`config.mk`:
```
export PLATFORM = sky130hd
export DESIGN_NAME = if_id_buffer
export DESIGN_NICKNAME = d
export VERILOG_FILES = /design/src/rtl/if_id_buffer.sv
export SDC_FILE = /design/constraint.sdc
export NUM_CORES = 1
export LEC_CHECK = 0
export ABC_AREA = 1
export ABC_CLOCK_PERIOD_IN_PS = 2700
export CAP_MARGIN = 0
export CORE_MARGIN = 2
export CORE_UTILIZATION = 40
export CTS_BUF_LIST = sky130_fd_sc_hd__clkbuf_2 sky130_fd_sc_hd__clkbuf_4 sky130_fd_sc_hd__clkbuf_8
export CTS_CLUSTER_DIAMETER = 60
export DETAILED_ROUTE_END_ITERATION = 8
export PLACE_DENSITY = 0.9
export SETUP_SLACK_MARGIN = 0.4
export SLEW_MARGIN = 5
export SYNTH_ARGS = -nofsm -noshare
export SYNTH_HDL_FRONTEND = slang
export SYNTH_SLANG_ARGS = --single-unit
```
`constraint.sdc`:
```
create_clock -name clk -period 2.7 [get_ports clk]
set_clock_uncertainty 0.1 [all_clocks]
set_input_delay 0.27 -clock clk [delete_from_list [all_inputs] [get_ports clk]]
set_output_delay 0.27 -clock clk [all_outputs]
set_load 0.03 [all_outputs]
```
`src/rtl/if_id_buffer.sv`:
```
// ============================================================================
//  Module      : if_id_buffer
//  Description : IF/ID pipeline register with B-type branch pre-decode.
//                Pairs each returning instruction word with its fetch address,
//                drops wrong-path words after flushes and redirects, and feeds
//                ID_branch / imme / ID_kick_up back to IF.
//                Optional performance counters: define IF_ID_PERF_CNT_EN.
//  Revision    : 1.0 - initial release
// ============================================================================
`default_nettype none

module if_id_buffer #(
  parameter int unsigned XLEN          = 32,
  parameter logic [6:0]  BRANCH_OPCODE = 7'b1100011
) (
  input  logic            clk,
  input  logic            reset,
  input  logic [XLEN-1:0] inst_mem_read_addr,
  input  logic [XLEN-1:0] inst_mem_read_data,
  input  logic            EX_stall,
  input  logic            EX_flush,
  input  logic            IF_kick_up,
  output logic [XLEN-1:0] ID_inst,
  output logic [XLEN-1:0] ID_pc,
  output logic            ID_valid,
  output logic            ID_branch,
  output logic [XLEN-1:0] imme,
  output logic            ID_kick_up,
  output logic [31:0]     branch_count,
  output logic [31:0]     squash_count
);

  logic [XLEN-1:0] addr_q, addr_d;
  logic [XLEN-1:0] inst_q, inst_d;
  logic [XLEN-1:0] pc_q, pc_d;
  logic            valid_q, valid_d;
  logic            kill_q, kill_d;
  logic            issued_q, issued_d;
  logic            kick_q, kick_d;

  logic            w_capture;
  logic            w_branch_accept;
  logic            w_squash;

  // Pre-decode of the held word and the cycle qualifiers for the update logic
  always_comb begin
    ID_branch       = valid_q && (inst_q[6:0] == BRANCH_OPCODE) && !issued_q;
    imme            = {{(XLEN-12){inst_q[31]}}, inst_q[7], inst_q[30:25],
                       inst_q[11:8], 1'b0};
    w_capture       = !EX_stall && !EX_flush;
    w_branch_accept = ID_branch && w_capture;
    w_squash        = w_capture && kill_q;
  end

  // Next-state: stall holds all, flush discards, otherwise capture the new word
  always_comb begin
    addr_d   = addr_q;
    inst_d   = inst_q;
    pc_d     = pc_q;
    valid_d  = valid_q;
    kill_d   = kill_q;
    issued_d = issued_q;
    kick_d   = kick_q;
    if (!EX_stall) begin
      addr_d = inst_mem_read_addr;
      if (EX_flush) begin
        // Held and in-flight words are both wrong-path
        valid_d = 1'b0;
        kill_d  = 1'b1;
        kick_d  = 1'b1;
      end else begin
        inst_d  = inst_mem_read_data;
        pc_d    = addr_q;
        valid_d = !kill_q;
        // A redirect makes the word presented this cycle wrong-path; a
        // consumed kill clears when no redirect re-arms it
        kill_d  = ID_branch;
        // Set wins over the capture-clear so the word captured alongside an
        // accepted branch can never raise a second redirect
        issued_d = ID_branch;
        if (!kill_q) begin
          kick_d = 1'b0;
        end
      end
    end
    if (IF_kick_up) begin
      kick_d = 1'b1;
    end
  end

  // Pipeline state registers with synchronous reset
  always_ff @(posedge clk) begin
    if (reset) begin
      addr_q   <= '0;
      inst_q   <= '0;
      pc_q     <= '0;
      valid_q  <= 1'b0;
      kill_q   <= 1'b1;   // memory output in the reset cycle is undefined
      issued_q <= 1'b0;
      kick_q   <= 1'b1;
    end else begin
      addr_q   <= addr_d;
      inst_q   <= inst_d;
      pc_q     <= pc_d;
      valid_q  <= valid_d;
      kill_q   <= kill_d;
      issued_q <= issued_d;
      kick_q   <= kick_d;
    end
  end

  assign ID_inst    = inst_q;
  assign ID_pc      = pc_q;
  assign ID_valid   = valid_q;
  assign ID_kick_up = kick_q;

`ifdef IF_ID_PERF_CNT_EN
  logic [31:0] branch_count_q, branch_count_d;
  logic [31:0] squash_count_q, squash_count_d;

  // Event counters; natural 32-bit wrap
  always_comb begin
    branch_count_d = branch_count_q;
    squash_count_d = squash_count_q;
    if (w_branch_accept) begin
      branch_count_d = branch_count_q + 32'd1;
    end
    if (w_squash) begin
      squash_count_d = squash_count_q + 32'd1;
    end
  end

  // Counter registers
  always_ff @(posedge clk) begin
    if (reset) begin
      branch_count_q <= '0;
      squash_count_q <= '0;
    end else begin
      branch_count_q <= branch_count_d;
      squash_count_q <= squash_count_d;
    end
  end

  assign branch_count = branch_count_q;
  assign squash_count = squash_count_q;
`else
  logic w_unused_perf;
  assign w_unused_perf = w_branch_accept ^ w_squash;
  assign branch_count  = '0;
  assign squash_count  = '0;
`endif

endmodule

`default_nettype wire

```
# Yosys cells after proc, flatten, opt, wreduce, memory -nomap -nowiden
# Index checks and enable logic that the tools add are counted.
# op_classes
n_reduce_logical	7
mux	4
n_eq_ne	2
n_bitwise	2
# op_table
cell	n
$eq A7 B7 Y1 const B	1
$mux W1	4
$reduce_and A2 Y1	2
$logic_and A1 B1 Y1	2
$logic_not A1 Y1	2
$ne A2 B2 Y1 const B	1
$not A1 Y1	2
$reduce_or A2 Y1	1
# word_totals
elab_cells	22
output_inout_bits	163
regBits	100
input_bits	69

# Depth between registers and ports, before layout
# Gate-level depths: netlist of the first run.
# depth
word_depth	4
ltp_mapped	7
ltp_nobuf	7

# Least setup slack after synthesis of the first run
# OpenSTA, ideal clock, no wires.
# synth_path
path_kind	register -> output
startpoint	reg inst_q[31], in the netlist ID_inst[31]
endpoint	out imme[12]
stages_incl_launch_ff	2
slack_ps	1251
t_required_ps	2330
n_path_buf	1
t_arrival_ps	1079
cell_sequence	dfxtp_1 buf_4
# synth_lines
element	line_no	source
start, declared	34	logic [XLEN-1:0] inst_q, inst_d;
start signal, assigned	103	inst_q <= inst_d;
end, declared	27	output logic [XLEN-1:0] imme,
# No word-level cell between the ends.

# Worst setup path after layout of the first run
# layout_path
startpoint	reg inst_q[1], in the netlist ID_inst[1]
endpoint	out ID_branch
# layout_between
elab_chain_len	3
# layout_rtl
element	line_no	source
$eq A7 B7 Y1	47	ID_branch = valid_q && (inst_q[6:0] == BRANCH_OPCODE) && !issued_q;
$logic_and A1 B1 Y1 (2 in series)	47	
end, declared	26	output logic ID_branch,
# Every way passes these cells.

==> results by group, run 1 <==
Worst setup path
  – WP data arrival: 1760 ps
  – Slack of the worst reg-to-reg path: 1690 ps
  – R2R cell count: 6
  – Crit Path Category: reg -> out
  – Worst Setup SP: ID_inst[1]
  – Max FO, Critical Path: 3
  – Crit path largest cell delay: 670 ps
  – R2R Path End: kill_q
  – CP Cell Sequence: nand2_1, nor2_1, nand3_1, inv_1, clkdlybuf4s50_1
  – RR Startpoint: ID_inst[1]
  – Slowest CP cell: clkdlybuf4s50_1
  – Critical path data required time: 2330 ps
  – CP endpoint kind: output pin
  – Setup crit start kind: flop
  – CP Capture Point: ID_branch

Die
  – Row count: 37
  – IO Count: 232
  – Core area: 10300 um2
  – Die width: 107 um
  – Die H: 107 um
  – Initial Util: around two fifths
  – Die Footprint: 11500 um2

Yosys
  – Synth Cell Area: 4240 um2
  – Ys Warns: 0
  – Synth Area per Inst: about 8 um2
  – Async SR Flop Fraction: 0%
  – Cells after synthesis: 542
  – Synth cell types: 19
  – Synth Flop Type: dfxtp_1
  – Synth top area share: 47.2%
  – Post-synth EDFFs: 0
  – Synth area leaders: dfxtp_1, buf_4, nor2_1, o21ai_0, o21ai_1
  – Flops & latches, synth: 100
  – Yosys top cell by area: dfxtp_1
  – Sequential area share after synthesis: 47.2%

STA
  – Tmin final: 2130 ps
  – Setup TNS: 0 ps
  – Fin. Hold Viols: 0
  – Final worst-path cycle share: 79.0%
  – Worst hold margin: 377 ps
  – Setup-failing EPs final: 0
  – Fmax: 469 MHz
  – Least-Margin Pin Slew: 682 ps
  – RSZ-0062 raised after global routing: false
  – Fin. max-slew vios: 0
  – Relative slew slack: 54.5%

Final layout
  – Final std cells w/o fill: 805
  – Fraction of layout cells with a size suffix above 1: ~4.2%
  – Commonest non-fill, non-tap cell in the layout: nor2_1
  – P&R area growth vs syn: 33.3%
  – Nets@finish: 734
  – Commonest non-fill, non-tap cells in the layout: nor2_1, clkdlybuf4s50_1, dfxtp_1
  – End-of-flow core utilization: 54.8%
  – # diodes: 0

Power
  – Clock power share: 27.2%
  – Leak Pwr: 2.44 nW
  – Seq pwr share: between 40 and 50%
  – Sw Share: between 30% and 40%
  – PwrDens: 586 nW/um2
  – Sw Pwr: 0.00106 W
  – Internal: 0.00226 W
  – Logic pwr share: 23.6%
  – Peak supply drop: about 0.29 mV

Clock network
  – Root Buffer: clkbuf_8
  – CTS Buffer Depth: 2
  – Setup Buffers After CTS: 0
  – CTS Hold Bufs: 0
  – H-tree Lvls: 3
  – Clock slew at reported path FFs: approximately 100 ps
  – Num CTS Buffers: 9
  – CTS sink cnt: 100
  – Worst-Skew Late Latency: 340 ps
  – CTS tree: built

Routing
  – Via count: between 3000 and 4000
  – Vias per cell: between 4 and 5
  – Wire per inst: 12.6 um
  – First-pass detailed-route iteration total: 4
  – Drt drc: 0
  – Antenna Nets Post-Route: 0
  – Starting DRT DRC Count: 140
  – Final WL: 10100 um

Run status
  – Status: completed

Placement
  – Post-DP HPWL: between 7000 and 8000 um
  – GPL Wtd Cong: 0.810
  – IO Port Bufs: approximately 170
  – Placed Cells: just under 800

Global route
  – GRT Overall Usage: between 10% and 20%
  – Largest net degree at the start of global routing: 56
  – Congestion Overflow GR: 0
  – Wire length of the first global-routing pass: 15900 um
  – Number of global-route vias before repair: 3226
  – Initial antenna violation count: 0

Job
  – Max Cap Violations: 0

Worst hold path
  – Worst hold path class: reg -> reg
  – Hold wc startpoint: ID_inst[2]
-- what timing repair did --
item / in CTS / in global routing
setup endpoints to repair: 0 / 21
resized for setup: 0 / 1
hold endpoints to repair: 0 / 0
-- final cells by class --
type | count | area [um2]
Clock inverter | 4 | 32.5
Fill cell | 980 | 4670
Sequential cell | 100 | 2000
Inverter | 8 | 30.0
Multi-Input combinational cell | 371 | 1540
Timing Repair Buffer | 175 | 1730
Tap cell | 136 | 170
Clock buffer | 11 | 151
-- registers in the layout, indices dropped and copies added, names as in the netlist --
name	cells
addr_q	32
ID_inst	32
kill_q	1
ID_pc	32
ID_valid	1
ID_kick_up	1
issued_q	1
-- per-stage QoR --
step           setup WS (ps)  area [um2]  total power, W
5_1_grt                  423        5660         0.00348
4_1_cts                  423        5660         0.00336
3_5_place_dp             617        5470         0.00245
2_1_floorplan           1250        4480         0.00224
3_3_place_gp             682        5470         0.00243
6_report                 567        5660         0.00331
-- cells by family after synthesis --
logic type	count (synthesis)	share of synthesized area (%)
DFF	100	47.2
AOI/OAI and AO/OA	103	12.2
other	1	0.0884
and+or+nand+nor	203	18.4
buffers and inverters	135	22.2
-- critical path, delay by kind of cell, from the launching register on --
kind,cells,cell delay (ps)
DFF,1,370
and+or+nand+nor,3,310
buffers and inverters,2,740
-- Yosys cell counts, types with 2 or more instances --
cell type and count:
a21oi_1 4, buf_2 10, buf_4 96, buf_6 7, clkbuf_1 10, clkbuf_4 2, dfxtp_1 100, inv_1 6
inv_2 2, nand2_1 10, nor2_1 191, o21ai_0 81, o21ai_1 17
-- layer usage --
layer  share of wire [%]  global-route usage (%)  vias to the layer above
li1                    -                       -                     1787
met1                  44                    21.9                     1591
met2                  48                    29.6                      147
met3                 7.0                    3.83                        7
met4                0.93                    4.55                        0
met5                   0                       0                        -
-- worst min-delay path by stage --
stage                       end  slack (ps)  cells after the start
finish               ID_inst[2]         380                      2
global route         ID_inst[6]         380                      3
CTS                 ID_inst[15]         380                      3
floorplan              ID_valid         240                      1
detailed placement   ID_inst[2]         370                      2
global placement     ID_kick_up         350                      2
-- power by group through the flow --
stage	registers (W)	clock network (W)	logic [W]
2_1_floorplan	0.00178	0	0.000464
3_3_place_gp	0.00166	0	0.000772
3_5_place_dp	0.00166	0	0.000784
4_1_cts	0.00163	0.000942	0.000785
5_1_grt	0.00164	0.000998	0.000838
6_report	0.00163	0.000903	0.000782
(Power assumes the default switching activity.)
==> run 2, diff against run 1 <==
Settings changed: ABC_CLOCK_PERIOD_IN_PS 2700 to 2029.
Clock period 2.7 ns to 2.03 ns, I/O delays scaled along.
==> results by group, run 2 (synthesis results as in run 1) <==
Run status
  – Status: completed

Routing
  – Starting DRT DRC Count: 88
  – First-pass detailed-route iteration total: 6
  – Via count: 3576
  – Final WL: roughly 10000 um
  – Vias per cell: between 4 and 5
  – Wire per inst: 12.3 um
  – Drt drc: 0
  – Antenna Nets Post-Route: 0

Final layout
  – Nets@finish: 739
  – Commonest non-fill, non-tap cell in the layout: nor2_1
  – Commonest non-fill, non-tap cells in the layout: nor2_1, dfxtp_1, o21ai_0
  – Final std cells w/o fill: 810
  – # diodes: 0
  – P&R area growth vs syn: 31.9%
  – Fraction of layout cells with a size suffix above 1: 6.97%

STA
  – Tmin final: roughly 1600 ps
  – Fin. Hold Viols: 0
  – Final worst-path cycle share: 78.5%
  – Worst setup margin: around 440 ps
  – RSZ-0062 raised after global routing: true
  – Worst hold margin: 325 ps
  – Setup-failing EPs final: 0
  – Setup TNS: 0 ps
  – Fin. max-slew vios: 0
  – Fmax: between 600 and 700 MHz

Worst setup path
  – Crit Path Category: reg -> out
  – RR Startpoint: ID_inst[3]
  – CP endpoint kind: output pin
  – Critical path data required time: 1730 ps
  – Worst Setup SP: ID_inst[31]
  – Slack of the worst reg-to-reg path: about 1000 ps
  – Max FO, Critical Path: 21
  – R2R Path End: kill_q
  – WP data arrival: 1290 ps
  – Setup crit start kind: flop
  – R2R cell count: 7

Global route
  – Wire length of the first global-routing pass: approximately 16000 um
  – Initial antenna violation count: 0
  – Congestion Overflow GR: 0
  – Number of global-route vias before repair: between 3000 and 4000
  – Largest net degree at the start of global routing: 45
  – GRT Overall Usage: 17.3%

Die
  – Die width: between 100 and 150 um
  – Core area: between 10000 and 15000 um2
  – Die H: roughly 110 um
  – Die Footprint: 11500 um2
  – Initial Util: about two fifths
  – Row count: 37
  – IO Count: 232

Clock network
  – H-tree Lvls: 3
  – Worst-Skew Late Latency: 350 ps
  – CTS Hold Bufs: 0
  – Num CTS Buffers: 9
  – Root Buffer: clkbuf_8
  – CTS Buffer Depth: 2
  – Clock slew at reported path FFs: approximately 100 ps
  – CTS tree: built
  – CTS sink cnt: 100

Placement
  – Place WS: ~170 ps
  – IO Port Bufs: 166
  – Placed Cells: between 700 and 800
  – GPL Wtd Cong: 0.789
  – Post-DP HPWL: ~7300 um

Job
  – Max Cap Violations: 0

Worst hold path
  – WHS Endpoint: ID_inst[27]
  – Hold wc startpoint: inst_mem_read_data[27]
  – Hold path depth: 3
  – Worst hold path class: in -> reg

Power
  – Peak supply drop: 0.403 mV
  – Leak Pwr: approximately 2.8 nW
  – PwrDens: 786 nW/um2
==> run 2: report_power, final <==
group	internal, W	switching [W]
sequential	0.00209	0.0000660
combinational	0.000324	0.000652
clock	0.000585	0.000683
==> run 2: worst max-delay path, cell delays in order (launching register included) <==
cell	delay [ps]
dfxtp_1	330
buf_4	210
clkdlybuf4s15_1	400
==> run 2: layout make-up <==
cell class                      instances  area, um2
Clock buffer                           10        131
Clock inverter                          5       62.6
Fill cell                            1027       4730
Inverter                                8       30.0
Multi-Input combinational cell        371       1550
Sequential cell                       100       2000
Tap cell                              136        170
Timing Repair Buffer                  180       1650
==> run 2: worst max-delay path by stage <==
| stage | to | slack (ps) | depth (start not counted) |
|---|---|---|---|
| after floorplan | imme[12] | 650 | 1 |
| after global placement | addr_q[16] | 200 | 5 |
| after detailed placement | addr_q[0] | 170 | 5 |
| after CTS | ID_branch | 180 | 5 |
| after global routing | ID_branch | 340 | 6 |
| final | imme[19] | 440 | 2 |
==> run 2: repair_timing <==
item / 4_1_cts / 5_1_grt
endpoints found under the setup margin: 98 / 22
resized for setup: 98 / 39
buffers inserted: 0 / 0
==> run 2: per-stage QoR <==
step                      power [W]  utilization, %  area, um2
after floorplan             0.00298               -       4480
after global placement      0.00325            53.7       5550
after detailed placement    0.00327            53.7       5550
after CTS                   0.00444            54.4       5620
after global routing        0.00460            54.2       5600
final                       0.00440            54.2       5600
==> run 2: routing by layer <==
metal  vias to the layer above  track usage (%)  wire, um
met5                         -                0         0
met4                         0             5.57       158
met3                        14             3.83       643
met2                       151             30.0      5000
met1                      1613             21.3      4190
li1                       1798                -         -
==> run 3, diff against run 2 <==
Settings changed: ABC_CLOCK_PERIOD_IN_PS 2029 to 1300, CORE_UTILIZATION 40 to 36, PLACE_DENSITY 0.9 to 0.86.
Clock period 2.03 ns to 1.3 ns, I/O delays scaled along.
==> results by group, run 3 (synthesis results as in run 1) <==
Global route
  – GR Util met3: 4.16%
  – Number of global-route vias before repair: 3360
  – GR peak layer: met2
  – Met2 Resource Use GR: 30.2%
  – Initial antenna violation count: 0
  – Wire length of the first global-routing pass: 16700 um
  – GR met1 Demand/Resource: 18.8%
  – Congestion Overflow GR: 0
  – Largest net degree at the start of global routing: 40
  – GRT Overall Usage: 16.4%

Power
  – Sw Share: approximately 30%
  – Sw Pwr: 0.00229 W
  – Clock power share: 29.3%
  – Seq pwr share: 45.4%
  – Peak supply drop: 0.569 mV
  – PwrDens: 1160 nW/um2
  – Leak Pwr: 3.00 nW
  – Internal: 0.00525 W
  – Logic pwr share: 25.3%

Die
  – Die width: 113 um
  – Core area: 11500 um2
  – Die H: around 110 um
  – Initial Util: 37.0%
  – IO Count: roughly 230
  – Die Footprint: 12700 um2
  – Row count: 39

Placement
  – DP Area: 5670 um2
  – Placed Cells: 803
  – Post-DP HPWL: 7260 um
  – IO Port Bufs: between 150 and 200
  – GPL Wtd Cong: about 0.76
  – Place WS: -264 ps

Worst setup path
  – RR Startpoint: ID_inst[3]
  – R2R Path End: kill_q
  – Max FO, Critical Path: 2
  – Worst Setup SP: ID_inst[3]
  – WP data arrival: 1210 ps
  – CP endpoint kind: output pin
  – Setup crit start kind: flop
  – Critical path data required time: 1070 ps
  – Crit Path Category: reg -> out
  – Slack of the worst reg-to-reg path: -20 ps
  – R2R cell count: 10

Worst hold path
  – WHS Endpoint: ID_kick_up
  – Worst hold path class: in -> reg
  – Hold path depth: 3
  – Hold wc startpoint: EX_flush

Final layout
  – # diodes: 0
  – Commonest non-fill, non-tap cell in the layout: nor2_1
  – Fin area: 6520 um2
  – Final std cells w/o fill: 844
  – Fraction of layout cells with a size suffix above 1: 34.4%
  – FF+latch area: 2110 um2
  – Fillers: around 1000
  – Commonest non-fill, non-tap cells in the layout: nor2_1, buf_6, o21ai_0
  – P&R area growth vs syn: 53.7%
  – Multi-input logic area: 1580 um2
  – Nets@finish: 765

Clock network
  – CTS Hold Bufs: 0
  – Clock slew at reported path FFs: roughly 100 ps
  – Num CTS Buffers: 9
  – CTS tree: built
  – Root Buffer: clkbuf_8
  – H-tree Lvls: 3
  – CTS Buffer Depth: 2
  – CTS sink cnt: 100
  – Worst-Skew Late Latency: around 360 ps

STA
  – Worst setup margin: -136 ps
  – Final worst-path cycle share: 110%
  – Fin. Hold Viols: 1
  – Setup-failing EPs final: 15
  – Fin. max-slew vios: 0
  – Fmax: 696 MHz
  – RSZ-0062 raised after global routing: true
  – Worst hold margin: -4.82 ps
  – Tmin final: about 1400 ps

Routing
  – Vias per cell: about 4.3
  – Antenna Nets Post-Route: 0
  – First-pass detailed-route iteration total: 4
  – Starting DRT DRC Count: 194
  – Via count: roughly 3700
  – Drt drc: 0
  – Wire per inst: 12.8 um
  – Final WL: 10800 um

Run status
  – Status: finished with violations
  – Failing checks: hold timing, setup timing

Job
  – Max Cap Violations: 0
[run 3: worst max path at each step]
stage	to	slack, ps	cells after the start
finish	ID_branch	-140	6
global route	ID_branch	-220	6
CTS	ID_branch	-140	6
detailed placement	addr_q[17]	-260	5
global placement	ID_inst[2]	-210	6
floorplan	ID_branch	280	4
[run 3: power groups by stage]
stage | sequential [W] | combinational [W] | clock, W
after floorplan | 0.00370 | 0.000991 | 0
after global placement | 0.00345 | 0.00166 | 0
after detailed placement | 0.00345 | 0.00168 | 0
after CTS | 0.00343 | 0.00185 | 0.00228
after global routing | 0.00345 | 0.00202 | 0.00243
final | 0.00342 | 0.00191 | 0.00221
[run 3: layer usage]
layer | vias to the layer above | share of wire [%]
met4 | 0 | 1.6
met1 | 1675 | 40
met5 | - | 0
li1 | 1852 | -
met3 | 12 | 5.8
met2 | 126 | 53
[run 3: per-stage QoR]
| stage | power, W | hold slack (ps) | TNS (ps) | utilization (%) |
|---|---|---|---|---|
| 6_report | 0.00754 | -4.82 | -1100 | 56.9 |
| 3_5_place_dp | 0.00513 | 363 | -19220 | 49.4 |
| 2_1_floorplan | 0.00469 | 89.4 | 0 | - |
| 3_3_place_gp | 0.00511 | 354 | -16310 | 49.4 |
| 4_1_cts | 0.00756 | 120 | -1080 | 55.6 |
| 5_1_grt | 0.00791 | -1.14 | -2040 | 56.9 |
[run 3: layout make-up]
class                      count  share of cell area, %
timing repair buffer         206                   36.7
sequential                   100                   32.3
multi-input combinational    371                   24.3
tap                          143                   2.74
clock buffer                  11                   2.13
clock inverter                 5                   1.29
inverter                       8                  0.499
[run 3: worst max-delay path, cell delays in order (launching register included)]
cell,delay (ps)
dfxtp_4,360
inv_2,60
nand2_2,50
nor2_2,120
nand3_2,90
inv_2,60
buf_6,120
[run 3: repair_timing]
item	CTS	global route
pin swaps	6	10
gates resized for setup	603	27
setup buffers	13	9
endpoints found under the hold margin	0	1
cloned	3	0
endpoints found under the setup margin	198	125
==> variant 1, RTL diff (flow settings as in run 2) <==
Change the parameter `XLEN` from 32 to 64.
--- a/src/rtl/if_id_buffer.sv
+++ b/src/rtl/if_id_buffer.sv
@@ -10,7 +10,7 @@
 `default_nettype none
 
 module if_id_buffer #(
-  parameter int unsigned XLEN          = 32,
+  parameter int unsigned XLEN          = 64,
   parameter logic [6:0]  BRANCH_OPCODE = 7'b1100011
 ) (
   input  logic            clk,
Interface: changed (5 resized); port bits go from 232 to 392. The function was not compared with the original's and may differ.
==> variant 1 against run 2 <==
Register-to-register slack worse by 0.08 ns; setup slack lost 0.095 ns; non-clock buffer count grew 173; wire length is 130% higher; sequential cell count rose by 96; total power increased by 98%; final area up 94%; sequential power rose by 96%; critical path depth increased by 2; first-iteration DRC count rose to 3.4 times the old value; synthesized area is 83% higher; fmax decreased by 5.6%; via count up 96%; cell count grew 86%; critical endpoint is now imme[17]; highest routed layer unchanged.
==> variant 1: results (changes against run 2) <==
INFO  setup_path     crit_arrival=1.39ns [+0.10 ns]
INFO  power_and_ir_drop internal_power=5.962mW [+99%]
INFO  finish         filler_cell_count_in_the_final_layout=1,756 [+71%]
INFO  power_and_ir_drop worst_ir_drop_vdd=0.0004746V [+18%]
INFO  power_and_ir_drop power.leakage=5.247nW [+88%]
INFO  sta            whs=0.02513ns [-0.2994 ns]
INFO  detailed_routing dr.pass1.iters=4 [-2]
INFO  yosys          synthTopCellsByArea=sky130_fd_sc_hd__dfxtp_1 (50%), sky130_fd_sc_hd__nor2_1 (18%), sky130_fd_sc_hd__buf_4 (12%), sky130_fd_sc_hd__o21ai_0 (11%), sky130_fd_sc_hd__buf_6 (1.9%)
INFO  power_and_ir_drop power=8.734mW [+98%]
INFO  finish         fin_nets=1,368 [+85%]
INFO  yosys          synth_top_cells_by_count=sky130_fd_sc_hd__nor2_1 (383), sky130_fd_sc_hd__dfxtp_1 (196), sky130_fd_sc_hd__o21ai_0 (173), sky130_fd_sc_hd__buf_4 (129), sky130_fd_sc_hd__clkbuf_1 (26)
INFO  cts            cts_max_level=4 [+1]
INFO  grt            grt_start_max_net_pins=118 [+160%]
INFO  yosys          avgSynthCellArea=7.852um^2 [+0.28%]
INFO  place          routabilityCongestion=0.8618 [+9.3%]
INFO  place          placement.io_buffers=326 [+96%]
INFO  setup_path     cpMaxStageDelayCell=sky130_fd_sc_hd__dfxtp_4
INFO  yosys          ys_seq_area_frac=0.5047 [+0.03305]
INFO  grt            number_of_antenna_violations_at_the_first_check_in_global_routing=1 [+1]
INFO  grt            grt.met2_usage=0.3579 [+0.05808]
INFO  hold_path      hold_path.startpoint=EX_stall
INFO  finish         drive_gt1_frac=0.1106 [+0.04084]
INFO  detailed_routing dr.first_iter.drc_count=296 [+240%]
INFO  grt            global_route.usage.total=0.2079 [+0.03480]
INFO  detailed_routing routedLengthMet1=8915um [+110%]
INFO  setup_path     cp_slowest_stage_delay=0.38ns [-0.02 ns]
INFO  outcome        status=finished, final reports clean
INFO  setup_path     crit_path_max_fanout=6 [-71%]
INFO  place          detailed_place.area=10,500um^2 [+89%]
variant 1: cell types whose count changed after synthesis, moves of 2 or more:
| cell | delta |
|---|---|
| sky130_fd_sc_hd__nor2_1 | +192 |
| sky130_fd_sc_hd__dfxtp_1 | +96 |
| sky130_fd_sc_hd__o21ai_0 | +92 |
| sky130_fd_sc_hd__buf_4 | +33 |
| sky130_fd_sc_hd__clkbuf_1 | +16 |
| sky130_fd_sc_hd__buf_2 | +12 |
| sky130_fd_sc_hd__buf_6 | +6 |
| sky130_fd_sc_hd__o21ai_1 | +4 |
| sky130_fd_sc_hd__clkbuf_4 | -2 |
variant 1: area by class of cell:
class,instances,area [um^2],share of cell area
sequential,196,3934,0.3618
timing repair buffer,353,3392,0.3120
multi-input combinational,659,2774,0.2551
tap,260,325.3,0.02992
clock buffer,19,249.0,0.02290
clock inverter,13,161.4,0.01484
inverter,8,35.03,0.003222
antenna,1,2.502,0.0002302
variant 1: how the worst max path moves through the flow:
| stage | end | start | slack (ns) |
|---|---|---|---|
| 2_1_floorplan | imme[12] | ID_inst[31]$_SDFFE_PP0P_ | 0.60 |
| 3_3_place_gp | ID_branch | ID_valid$_SDFFE_PP0N_ | 0.14 |
| 3_5_place_dp | ID_branch | ID_valid$_SDFFE_PP0N_ | 0.12 |
| 4_1_cts | ID_branch | ID_inst[5]$_SDFFE_PP0P_ | 0.20 |
| 5_1_grt | ID_branch | ID_inst[3]$_SDFFE_PP0P_ | 0.28 |
| 6_report | imme[17] | ID_inst[31]$_SDFFE_PP0P_ | 0.34 |
variant 1: kinds of logic after synthesis:
kind of cell,share of synthesized area
buffers and inverters,0.1745
AO/OA/AOI/OAI,0.1284
other,0.0004824
flip-flops,0.5047
AND/OR/NAND/NOR,0.1919
==> variant 2, RTL diff (config.mk and constraints of run 2) <==
Without the edit above. `addr_q` no longer has a reset.
--- a/src/rtl/if_id_buffer.sv
+++ b/src/rtl/if_id_buffer.sv
@@ -91,7 +91,6 @@
   // Pipeline state registers with synchronous reset
   always_ff @(posedge clk) begin
     if (reset) begin
-      addr_q   <= '0;
       inst_q   <= '0;
       pc_q     <= '0;
       valid_q  <= 1'b0;
@@ -99,7 +98,6 @@
       issued_q <= 1'b0;
       kick_q   <= 1'b1;
     end else begin
-      addr_q   <= addr_d;
       inst_q   <= inst_d;
       pc_q     <= pc_d;
       valid_q  <= valid_d;
@@ -107,6 +105,10 @@
       issued_q <= issued_d;
       kick_q   <= kick_d;
     end
+  end
+
+  always_ff @(posedge clk) begin
+    addr_q <= addr_d;
   end
 
   assign ID_inst    = inst_q;
Formal check against the unedited RTL: not equivalent (Yosys sat finds a counterexample within 4 cycles, from zero or initial values and one cycle with reset high).
==> variant 2 against run 2 <==
Fmax rose by 2.6%; hold slack lost 0.050 ns; synthesized cell count fell by 20%; sequential cell count unchanged; count of clock-buffer cells in the layout is 1 lower; final area is 1.9% lower; synthesized area down 2.5%; critical path depth is the same; wire length decreased by 0.37%; via count fell by 12%; cell count shrank 12%; setup slack better by 0.040 ns; total power down 0.26%; critical endpoint is now imme[20]; largest power group unchanged.
==> variant 2: results (changes against run 2) <==
INFO  outcome        status=finished, final reports clean
INFO  place          placement.io_buffers=166 [unchanged]
INFO  yosys          synthTopCellsByArea=sky130_fd_sc_hd__dfxtp_1 (33%), sky130_fd_sc_hd__edfxtp_1 (23%), sky130_fd_sc_hd__buf_4 (18%), sky130_fd_sc_hd__nor2_1 (11%), sky130_fd_sc_hd__o21ai_0 (7.0%)
INFO  setup_path     crit_path_max_fanout=20 [-4.8%]
INFO  grt            number_of_antenna_violations_at_the_first_check_in_global_routing=0 [unchanged]
INFO  yosys          synth_top_cells_by_count=sky130_fd_sc_hd__nor2_1 (120), sky130_fd_sc_hd__buf_4 (100), sky130_fd_sc_hd__dfxtp_1 (68), sky130_fd_sc_hd__o21ai_0 (58), sky130_fd_sc_hd__edfxtp_1 (32)
INFO  grt            vias_in_the_first_global_route=2,974 [-7.9%]
INFO  detailed_routing dr.pass1.iters=4 [-2]
INFO  place          routabilityCongestion=0.7542 [-4.4%]
INFO  yosys          yosys_most_used_dff=sky130_fd_sc_hd__dfxtp_1
INFO  cts            clock_pin_slew_on_the_worst_setup_and_hold_paths=0.10ns [about the same]
INFO  detailed_routing route.antenna.remaining_nets=0 [unchanged]
INFO  detailed_routing drt-wirelength-per-cell=14.02um [+14%]
INFO  finish         fin_nets=638 [-14%]
INFO  sta            whs=0.2744ns [-0.05013 ns]
INFO  cts            cts_max_level=3 [unchanged]
INFO  cts            clkLatencyLatePin=0.37ns [+0.02 ns]
INFO  yosys          count_of_flip_flops_with_a_built_in_enable_after_synthesis=32 [+32]
INFO  power_and_ir_drop power.leakage=2.610nW [-6.3%]
INFO  grt            grt_first_pass_wirelength=15,070um [-5.3%]
INFO  finish         diodes=0 [unchanged]
INFO  detailed_routing dr_vias=3,138 [-12%]
INFO  power_and_ir_drop worst_ir_drop_vdd=0.0005327V [+32%]
INFO  grt            global_route.usage.total=0.1744 [+0.001312]
INFO  setup_path     cp_slowest_stage_delay=0.38ns [-0.02 ns]
INFO  cts            cts_buffers=9 [unchanged]
INFO  yosys          yosysUniqueCellTypes=21 [+2]
INFO  yosys          synth.yosys.warnings=0 [unchanged]
INFO  hold_path      path_category_of_the_worst_min_delay_check=in2reg
INFO  setup_path     cpMaxStageDelayCell=sky130_fd_sc_hd__dfxtp_1
INFO  yosys          postSynth.asyncResetShare=0 [unchanged]
INFO  finish         drive_gt1_frac=0.1028 [+0.03305]
INFO  grt            grt_start_max_net_pins=67 [+49%]
INFO  cts            clk_tree_root_cell=sky130_fd_sc_hd__clkbuf_8
INFO  cts            cts_max_path_buffers=2 [unchanged]
INFO  setup_path     rrSetupSlack=0.92ns [-0.12 ns]
INFO  finish         filler_cell_count_in_the_final_layout=892 [-13%]
INFO  detailed_routing dr.first_iter.drc_count=130 [+48%]
INFO  place          hpwl=7214um [-0.86%]
INFO  yosys          synth_top_cell_area_share=0.3289 [-0.1428]
INFO  setup_path     crit_arrival=1.25ns [-0.04 ns]
INFO  yosys          ys_seq_area_frac=0.5611 [+0.08937]
-- variant 2: logic make-up after synthesis --
kind of cell           synth area share
and+or+nand+nor                  0.1354
AOI/OAI and AO/OA               0.08616
DFF                              0.5611
buffers and inverters            0.2164
other                         0.0009060
-- variant 2: metal layers --
layer | GRT usage | wire length (um) | vias to the layer above
met5 | 0 | 0 | -
met4 | 0.07425 | 229 | 0
met3 | 0.06246 | 981 | 19
met2 | 0.3124 | 5062 | 181
met1 | 0.1840 | 3679 | 1441
li1 | - | - | 1497
-- variant 2: through the flow --
| stage | power (mW) | std cells | worst slack (ns) | utilization | instance area (um^2) |
|---|---|---|---|---|---|
| 2_1_floorplan | 3.032 | 499 | 0.6475 | - | 4379 |
| 5_1_grt | 4.567 | 710 | 0.3830 | 0.5393 | 5493 |
| 4_1_cts | 4.430 | 709 | 0.2059 | 0.5453 | 5554 |
| 3_3_place_gp | 3.300 | 693 | 0.3680 | 0.5344 | 5443 |
| 6_report | 4.388 | 710 | 0.4767 | 0.5393 | 5493 |
| 3_5_place_dp | 3.326 | 693 | 0.2935 | 0.5344 | 5443 |
-- variant 2: power by group --
| part | switching (mW) | internal [mW] | leakage (nW) | total (mW) |
|---|---|---|---|---|
| clock | 0.730 | 0.463 | 0.0959 | 1.19 |
| combinational | 0.628 | 0.297 | 1.64 | 0.925 |
| sequential | 0.0648 | 2.21 | 0.874 | 2.27 |
| total | 1.42 | 2.97 | 2.61 | 4.39 |
-- variant 2: final cells by class --
class / count / area share
clock buffers: 9 / 0.02255
clock inverters: 7 / 0.01025
inverters: 6 / 0.004100
multi-input cells: 276 / 0.2114
flip-flops and latches: 100 / 0.4228
well taps: 136 / 0.03098
repair buffers: 176 / 0.2979
-- variant 2: critical path: cells and delay by family (launching register included) --
kind	cells	cell delay, ns
flip-flops	1	0.38
buffers and inverters	2	0.49
-- variant 2: what timing repair did --
action / 4_1_cts / 5_1_grt
resized for setup: 139 / 30
setup buffers: 0 / 1
gates cloned: 0 / 0
endpoints found under the setup margin: 98 / 21
hold endpoints to repair: 0 / 0
-- variant 2: worst paths after layout --
check,from,to,depth (start not counted)
max,ID_inst[31]$_SDFFE_PP0P_,imme[20],2
min,inst_mem_read_addr[26],addr_q[26]$_DFFE_PN_,1
max reg2reg,ID_inst[4]$_SDFFE_PP0P_,kill_q$_SDFFE_PP1N_,6
min reg2reg,ID_inst[2]$_SDFFE_PP0P_,ID_inst[2]$_SDFFE_PP0P_,2
